--- config.mk ---
export PLATFORM = sky130hd
export DESIGN_NAME = div_iter_param
export DESIGN_NICKNAME = d
export VERILOG_FILES = /design/src/rtl/div_iter_param.sv
export SDC_FILE = /design/constraint.sdc
export NUM_CORES = 1
export LEC_CHECK = 0
export BUFFER_PORTS_ARGS = -buffer_cell sky130_fd_sc_hd__buf_2
export CAP_MARGIN = 20
export CORE_ASPECT_RATIO = 1.25
export CORE_MARGIN = 10
export CORE_UTILIZATION = 35
export CTS_CLUSTER_SIZE = 10
export DETAILED_ROUTE_END_ITERATION = 16
export PLACE_DENSITY = 0.49
export REMOVE_ABC_BUFFERS = 1
export SLEW_MARGIN = 20
export SYNTH_ARGS = -nofsm -noshare
export SYNTH_HDL_FRONTEND = slang
export SYNTH_SLANG_ARGS = --single-unit
--- constraint.sdc ---
create_clock -name clk -period 5 [get_ports clk]
set_clock_uncertainty 0.15 [all_clocks]
set_input_delay 0.75 -clock clk [delete_from_list [all_inputs] [get_ports clk]]
set_output_delay 0.75 -clock clk [all_outputs]
set_load 0.02 [all_outputs]
--- src/rtl/div_iter_param.sv ---
// Iterative restoring divider (DIV/DIVU/REM/REMU), UNROLL quotient bits per cycle.
// Define DIV_EARLY_OUT_EN to skip CALC when |dividend| < |divisor|.
`ifndef INST_DIV
`define INST_DIV  3'b100
`endif
`ifndef INST_DIVU
`define INST_DIVU 3'b101
`endif
`ifndef INST_REM
`define INST_REM  3'b110
`endif
`ifndef INST_REMU
`define INST_REMU 3'b111
`endif

module div_iter_param #(
    parameter int WIDTH      = 32,
    parameter int UNROLL     = 1,
    parameter int REG_ADDR_W = 5
) (
    input  logic                  clk,
    input  logic                  rst,
    input  logic                  valid_i,
    output logic                  ready_o,
    input  logic [2:0]            op_i,
    input  logic [WIDTH-1:0]      dividend_i,
    input  logic [WIDTH-1:0]      divisor_i,
    input  logic [REG_ADDR_W-1:0] reg_waddr_i,
    input  logic                  flush_i,
    output logic                  valid_o,
    output logic [WIDTH-1:0]      result_o,
    output logic [REG_ADDR_W-1:0] reg_waddr_o,
    output logic                  busy_o
);
    localparam int ITER = WIDTH / UNROLL;
    localparam int CW   = $clog2(ITER + 1);

    typedef enum logic [1:0] {S_IDLE, S_PREP, S_CALC, S_FIN} state_t;

    state_t                state_q, state_d;
    logic                  sgn_q, sgn_d;
    logic                  rem_op_q, rem_op_d;
    logic                  neg_q, neg_d;
    logic [WIDTH-1:0]      dvd_q, dvd_d;
    logic [WIDTH-1:0]      dvs_q, dvs_d;
    logic [WIDTH:0]        prem_q, prem_d;
    logic [CW-1:0]         cnt_q, cnt_d;
    logic [REG_ADDR_W-1:0] waddr_q, waddr_d;
    logic [REG_ADDR_W-1:0] waddr_o_q, waddr_o_d;
    logic [WIDTH-1:0]      res_q, res_d;
    logic                  valid_q, valid_d;

    logic                  accept;
    logic [WIDTH-1:0]      abs_dvd, abs_dvs, sel;
    logic [WIDTH:0]        r;
    logic [WIDTH-1:0]      q;

    assign ready_o     = (state_q == S_IDLE);
    assign busy_o      = ~ready_o;
    assign valid_o     = valid_q;
    assign result_o    = res_q;
    assign reg_waddr_o = waddr_o_q;

    assign accept  = valid_i & ready_o & ~flush_i;
    assign abs_dvd = (sgn_q && dvd_q[WIDTH-1]) ? -dvd_q : dvd_q;
    assign abs_dvs = (sgn_q && dvs_q[WIDTH-1]) ? -dvs_q : dvs_q;
    assign sel     = rem_op_q ? prem_q[WIDTH-1:0] : dvd_q;

    // dvd_q doubles as the quotient shift register during CALC
    always_comb begin
        r = prem_q;
        q = dvd_q;
        for (int i = 0; i < UNROLL; i++) begin
            r = {r[WIDTH-1:0], q[WIDTH-1]};
            if (r >= {1'b0, dvs_q}) begin
                r = r - {1'b0, dvs_q};
                q = {q[WIDTH-2:0], 1'b1};
            end else begin
                q = {q[WIDTH-2:0], 1'b0};
            end
        end
    end

    always_comb begin
        state_d   = state_q;
        sgn_d     = sgn_q;
        rem_op_d  = rem_op_q;
        neg_d     = neg_q;
        dvd_d     = dvd_q;
        dvs_d     = dvs_q;
        prem_d    = prem_q;
        cnt_d     = cnt_q;
        waddr_d   = waddr_q;
        waddr_o_d = waddr_o_q;
        res_d     = res_q;
        valid_d   = 1'b0;
        unique case (state_q)
            S_IDLE: begin
                if (accept) begin
                    sgn_d    = (op_i == `INST_DIV) || (op_i == `INST_REM);
                    rem_op_d = (op_i == `INST_REM) || (op_i == `INST_REMU);
                    dvd_d    = dividend_i;
                    dvs_d    = divisor_i;
                    waddr_d  = reg_waddr_i;
                    state_d  = S_PREP;
                end
            end
            S_PREP: begin
                if (dvs_q == '0) begin
                    res_d     = rem_op_q ? dvd_q : '1;
                    waddr_o_d = waddr_q;
                    valid_d   = 1'b1;
                    state_d   = S_IDLE;
                end
`ifdef DIV_EARLY_OUT_EN
                else if (abs_dvd < abs_dvs) begin
                    res_d     = rem_op_q ? dvd_q : '0;
                    waddr_o_d = waddr_q;
                    valid_d   = 1'b1;
                    state_d   = S_IDLE;
                end
`endif
                else begin
                    dvd_d   = abs_dvd;
                    dvs_d   = abs_dvs;
                    prem_d  = '0;
                    neg_d   = sgn_q & (rem_op_q ? dvd_q[WIDTH-1]
                                                : dvd_q[WIDTH-1] ^ dvs_q[WIDTH-1]);
                    cnt_d   = CW'(ITER);
                    state_d = S_CALC;
                end
            end
            S_CALC: begin
                dvd_d  = q;
                prem_d = r;
                cnt_d  = cnt_q - CW'(1);
                if (cnt_q == CW'(1)) state_d = S_FIN;
            end
            S_FIN: begin
                res_d     = neg_q ? -sel : sel;
                waddr_o_d = waddr_q;
                valid_d   = 1'b1;
                state_d   = S_IDLE;
            end
            default: state_d = S_IDLE;
        endcase
        // abort drops any pending result and leaves outputs untouched
        if (flush_i) begin
            state_d   = S_IDLE;
            valid_d   = 1'b0;
            res_d     = res_q;
            waddr_o_d = waddr_o_q;
        end
    end

    always_ff @(posedge clk or negedge rst) begin
        if (!rst) begin
            state_q   <= S_IDLE;
            sgn_q     <= 1'b0;
            rem_op_q  <= 1'b0;
            neg_q     <= 1'b0;
            dvd_q     <= '0;
            dvs_q     <= '0;
            prem_q    <= '0;
            cnt_q     <= '0;
            waddr_q   <= '0;
            waddr_o_q <= '0;
            res_q     <= '0;
            valid_q   <= 1'b0;
        end else begin
            state_q   <= state_d;
            sgn_q     <= sgn_d;
            rem_op_q  <= rem_op_d;
            neg_q     <= neg_d;
            dvd_q     <= dvd_d;
            dvs_q     <= dvs_d;
            prem_q    <= prem_d;
            cnt_q     <= cnt_d;
            waddr_q   <= waddr_d;
            waddr_o_q <= waddr_o_d;
            res_q     <= res_d;
            valid_q   <= valid_d;
        end
    end

endmodule

==> summary.txt <==
Run
  • Max-Cap Viols: 0

Placed design
  • Pre-CTS setup slack: 1.22 ns
  • IO buf count: 115
  • Dpl cells: 1969
  • Final HPWL DP: 29400 um
  • DP Area: 12700 sq um
  • GP Congestion: 0.892

Critical path
  • Critical Path AT: 4.01 ns
  • Worst R2R Setup Slack: 1.18 ns
  • Startpoint Class: flop
  • CP Capture Type: flop
  • Worst reg2reg path depth: 11
  • RR Endpoint: prem_q[29]
  • Reg-to-reg startpoint: prem_q[14]
  • Worst EP required: 5.19 ns
  • Worst-path fanout max: 34
  • Crit Path Category: reg2reg

Clocking
  • Post-CTS setup buffer count: 0
  • Root Buffer: clkbuf_16
  • Post_cts resized: 0
  • Htree depth: 4
  • Reg clk slew, reported paths: 0.07 ns
  • TritonCTS Buffers: 17
  • TritonCTS clock tree: yes
  • # hold bufs at CTS: 0
  • CTS Sinks: 150
  • CTS Buffer Depth: 2
  • Clk Latency, worst-skew pair: 0.46 ns

Routing
  • Vias/cell: 5.61
  • DR pass1 iterations: 5
  • WL met3: 1450 um
  • Routed WL: 39400 um
  • DR top layer: met4
  • Post-DRT Antenna Nets: 0
  • M1 wire length: 17800 um
  • Drt wl/cell: 19.7 um
  • Via count: 11200
  • Met2 WL post-DR: 19200 um
  • # DRC: 0
  • Initial drt markers: 763

Global route
  • Global-route usage over all layers: 18.9%
  • Antenna violations before repair: 0
  • Grt ovf: 0
  • Global-route wire length before repair: 62600 um
  • Largest net degree at the start of global routing: 81
  • Number of global-route vias before repair: 11100

Logic synthesis
  • Yosys reg bits: 150
  • Mapped cell area: 11900 sq um
  • Ys Warns: 0
  • Top cell type's share of synthesized area: 31.5%
  • Post-synth ARST share: 100%
  • Number of synthesized flops with an enable pin: 0
  • Sequential fraction of the synthesis area: 31.5%
  • Avg Cell Area, Syn: 7.78 sq um
  • Area contributors post-synth: dfrtp_1, nand2_1, o21ai_0, a21oi_1, ha_1
  • Main flop type after synthesis: dfrtp_1
  • Unique masters post-synth: 78
  • Area leader, netlist: dfrtp_1
  • Synth Instances: 1529

Pwr
  • PwrDens: 518 nW/um^2
  • Max VDD drop: 0.220 mV
  • Leak pwr: 5.68 nW
  • Pwr Total: 6.86 mW

Die
  • Initial Util: 35.4%
  • # rows: 75
  • Top-level I/O count: 116
  • Die Wd: 185 um
  • Die height: 226 um
  • Core Region: 33600 sq um
  • Die area: 41800 sq um

STA
  • RSZ-0062 raised after global routing: false
  • Worst Hold Slack: 0.196 ns
  • Fmax: 0.262 GHz
  • Final worst path period need: 3.82 ns
  • Count of pins over their slew limit: 0
  • TNS Setup: 0 ns
  • Worst slew margin: 40.8%
  • Final Setup Violations: 0
  • Final Hold Viols: 0
  • Worst-Margin Slew: 0.888 ns
  • Worst setup margin: 1.18 ns
  • Tcrit/Tclk final: 76.5%

Run status
  • Run status: completed

Final layout
  • Share of post-route cells with drive strength above 1: 13.2%
  • Fin cells: 2001
  • Area of the multi-input gates: 7410 sq um
  • Syn-to-layout area delta: 11.4%
  • Storage element area: 3750 sq um
  • Layout Nets: 1684
  • Number of fill cells: 3475
  • Cell area after layout: 13300 sq um
  • Ant. Diodes: 0
  • Finished Core Util: 39.5%

Worst hold path
  • Min-delay worst type: in2async
==> synthesized netlist by cell type (5+ instances only) <==
| cell | number |
|---|---|
| buf_1 | 12 |
| nor4_1 | 12 |
| o22ai_1 | 35 |
| dfrtp_1 | 150 |
| clkbuf_1 | 80 |
| nand3b_1 | 5 |
| nor3_1 | 43 |
| o21a_1 | 7 |
| nand3_1 | 46 |
| o211ai_1 | 20 |
| nand2_1 | 187 |
| o21ai_1 | 79 |
| nand4_1 | 9 |
| a22oi_1 | 7 |
| a21o_1 | 27 |
| a31oi_1 | 11 |
| nor3b_1 | 11 |
| nand2b_1 | 20 |
| buf_2 | 23 |
| ha_1 | 42 |
| a21oi_1 | 122 |
| inv_1 | 72 |
| a221o_1 | 6 |
| o21ai_0 | 129 |
| a32o_1 | 10 |
| nor2b_1 | 7 |
| a211oi_1 | 22 |
| xor2_1 | 19 |
| mux2_1 | 5 |
| xnor2_1 | 31 |
| or3_1 | 5 |
| o311ai_0 | 8 |
| and3_1 | 12 |
| mux2_2 | 14 |
| mux2i_1 | 51 |
| o31ai_1 | 19 |
| nor2_1 | 87 |
==> cells by family (layout without fill, tap and decap cells) <==
kind of cell    after synthesis  after routing  share of synthesized area (%)
flops                       150            150                           31.5
compound gates              549            549                           28.3
xor+xnor                     50             50                           3.68
simple gates                475            475                           19.3
mux                          70             70                           6.09
fa+ha+maj                    43             43                           4.58
buf+inv                     192            241                           6.46
==> cell usage in the layout (no fill, tap or decap), drive strengths merged, types with 22 or more instances in the layout <==
cell,instances
nand2,187
o21ai,208
dfrtp,150
xnor2,31
inv,78
a21oi,122
nor2,87
ha,42
buf,135
nand3,47
mux2i,51
nor3,45
a211oi,22
a21o,27
o22ai,35
==> state kept, by name, indices dropped and copies added, names as in the netlist <==
name         count
dvd_q           32
cnt_q            6
state_q          2
rem_op_q         1
sgn_q            1
valid_o          1
waddr_q          5
reg_waddr_o      5
dvs_q           32
prem_q          32
result_o        32
neg_q            1
==> metal layers <==
metal  track usage [%]  vias to the layer above
li1                  -                     5643
met1              23.7                     5304
met2              31.9                      233
met3              2.75                       51
met4              6.99                        0
met5                 0                        -
==> power by group <==
part / switching (mW) / total [mW] / leakage, nW / internal [mW]
registers: 0.659 / 2.31 / 1.85 / 1.65
logic: 2.05 / 3.31 / 3.57 / 1.26
clock network: 0.604 / 1.25 / 0.259 / 0.644
total: 3.31 / 6.86 / 5.68 / 3.56
==> layout make-up <==
cell class | count | area share [%]
tap | 423 | 3.99
sequential | 150 | 28.3
inverter | 74 | 2.10
multi-input combinational | 1187 | 55.9
clock inverter | 15 | 0.916
timing repair buffer | 135 | 5.52
clock buffer | 17 | 3.21
==> critical path, stage by stage, from the launching register on <==
cell      delay (ns)
dfrtp_1         0.50
ha_1            0.49
and3_1          0.27
nand2_1         0.14
nor2_1          0.31
nand2_1         0.10
o211ai_1        0.24
nor2_1          0.12
o41ai_4         0.30
buf_4           0.49
nor2_1          0.22
a221o_1         0.39
==> worst max path at each step <==
| stage | from | endpoint | slack, ns |
|---|---|---|---|
| 2_1_floorplan | state_q[1] | dvs_q[0] | -1.0 |
| 3_3_place_gp | prem_q[14] | prem_q[27] | 1.23 |
| 3_5_place_dp | prem_q[14] | prem_q[29] | 1.22 |
| 4_1_cts | prem_q[14] | prem_q[29] | 1.22 |
| 5_1_grt | prem_q[14] | prem_q[27] | 0.96 |
| 6_report | prem_q[14] | prem_q[29] | 1.18 |
Note: power is estimated with default switching activity, not from simulation.
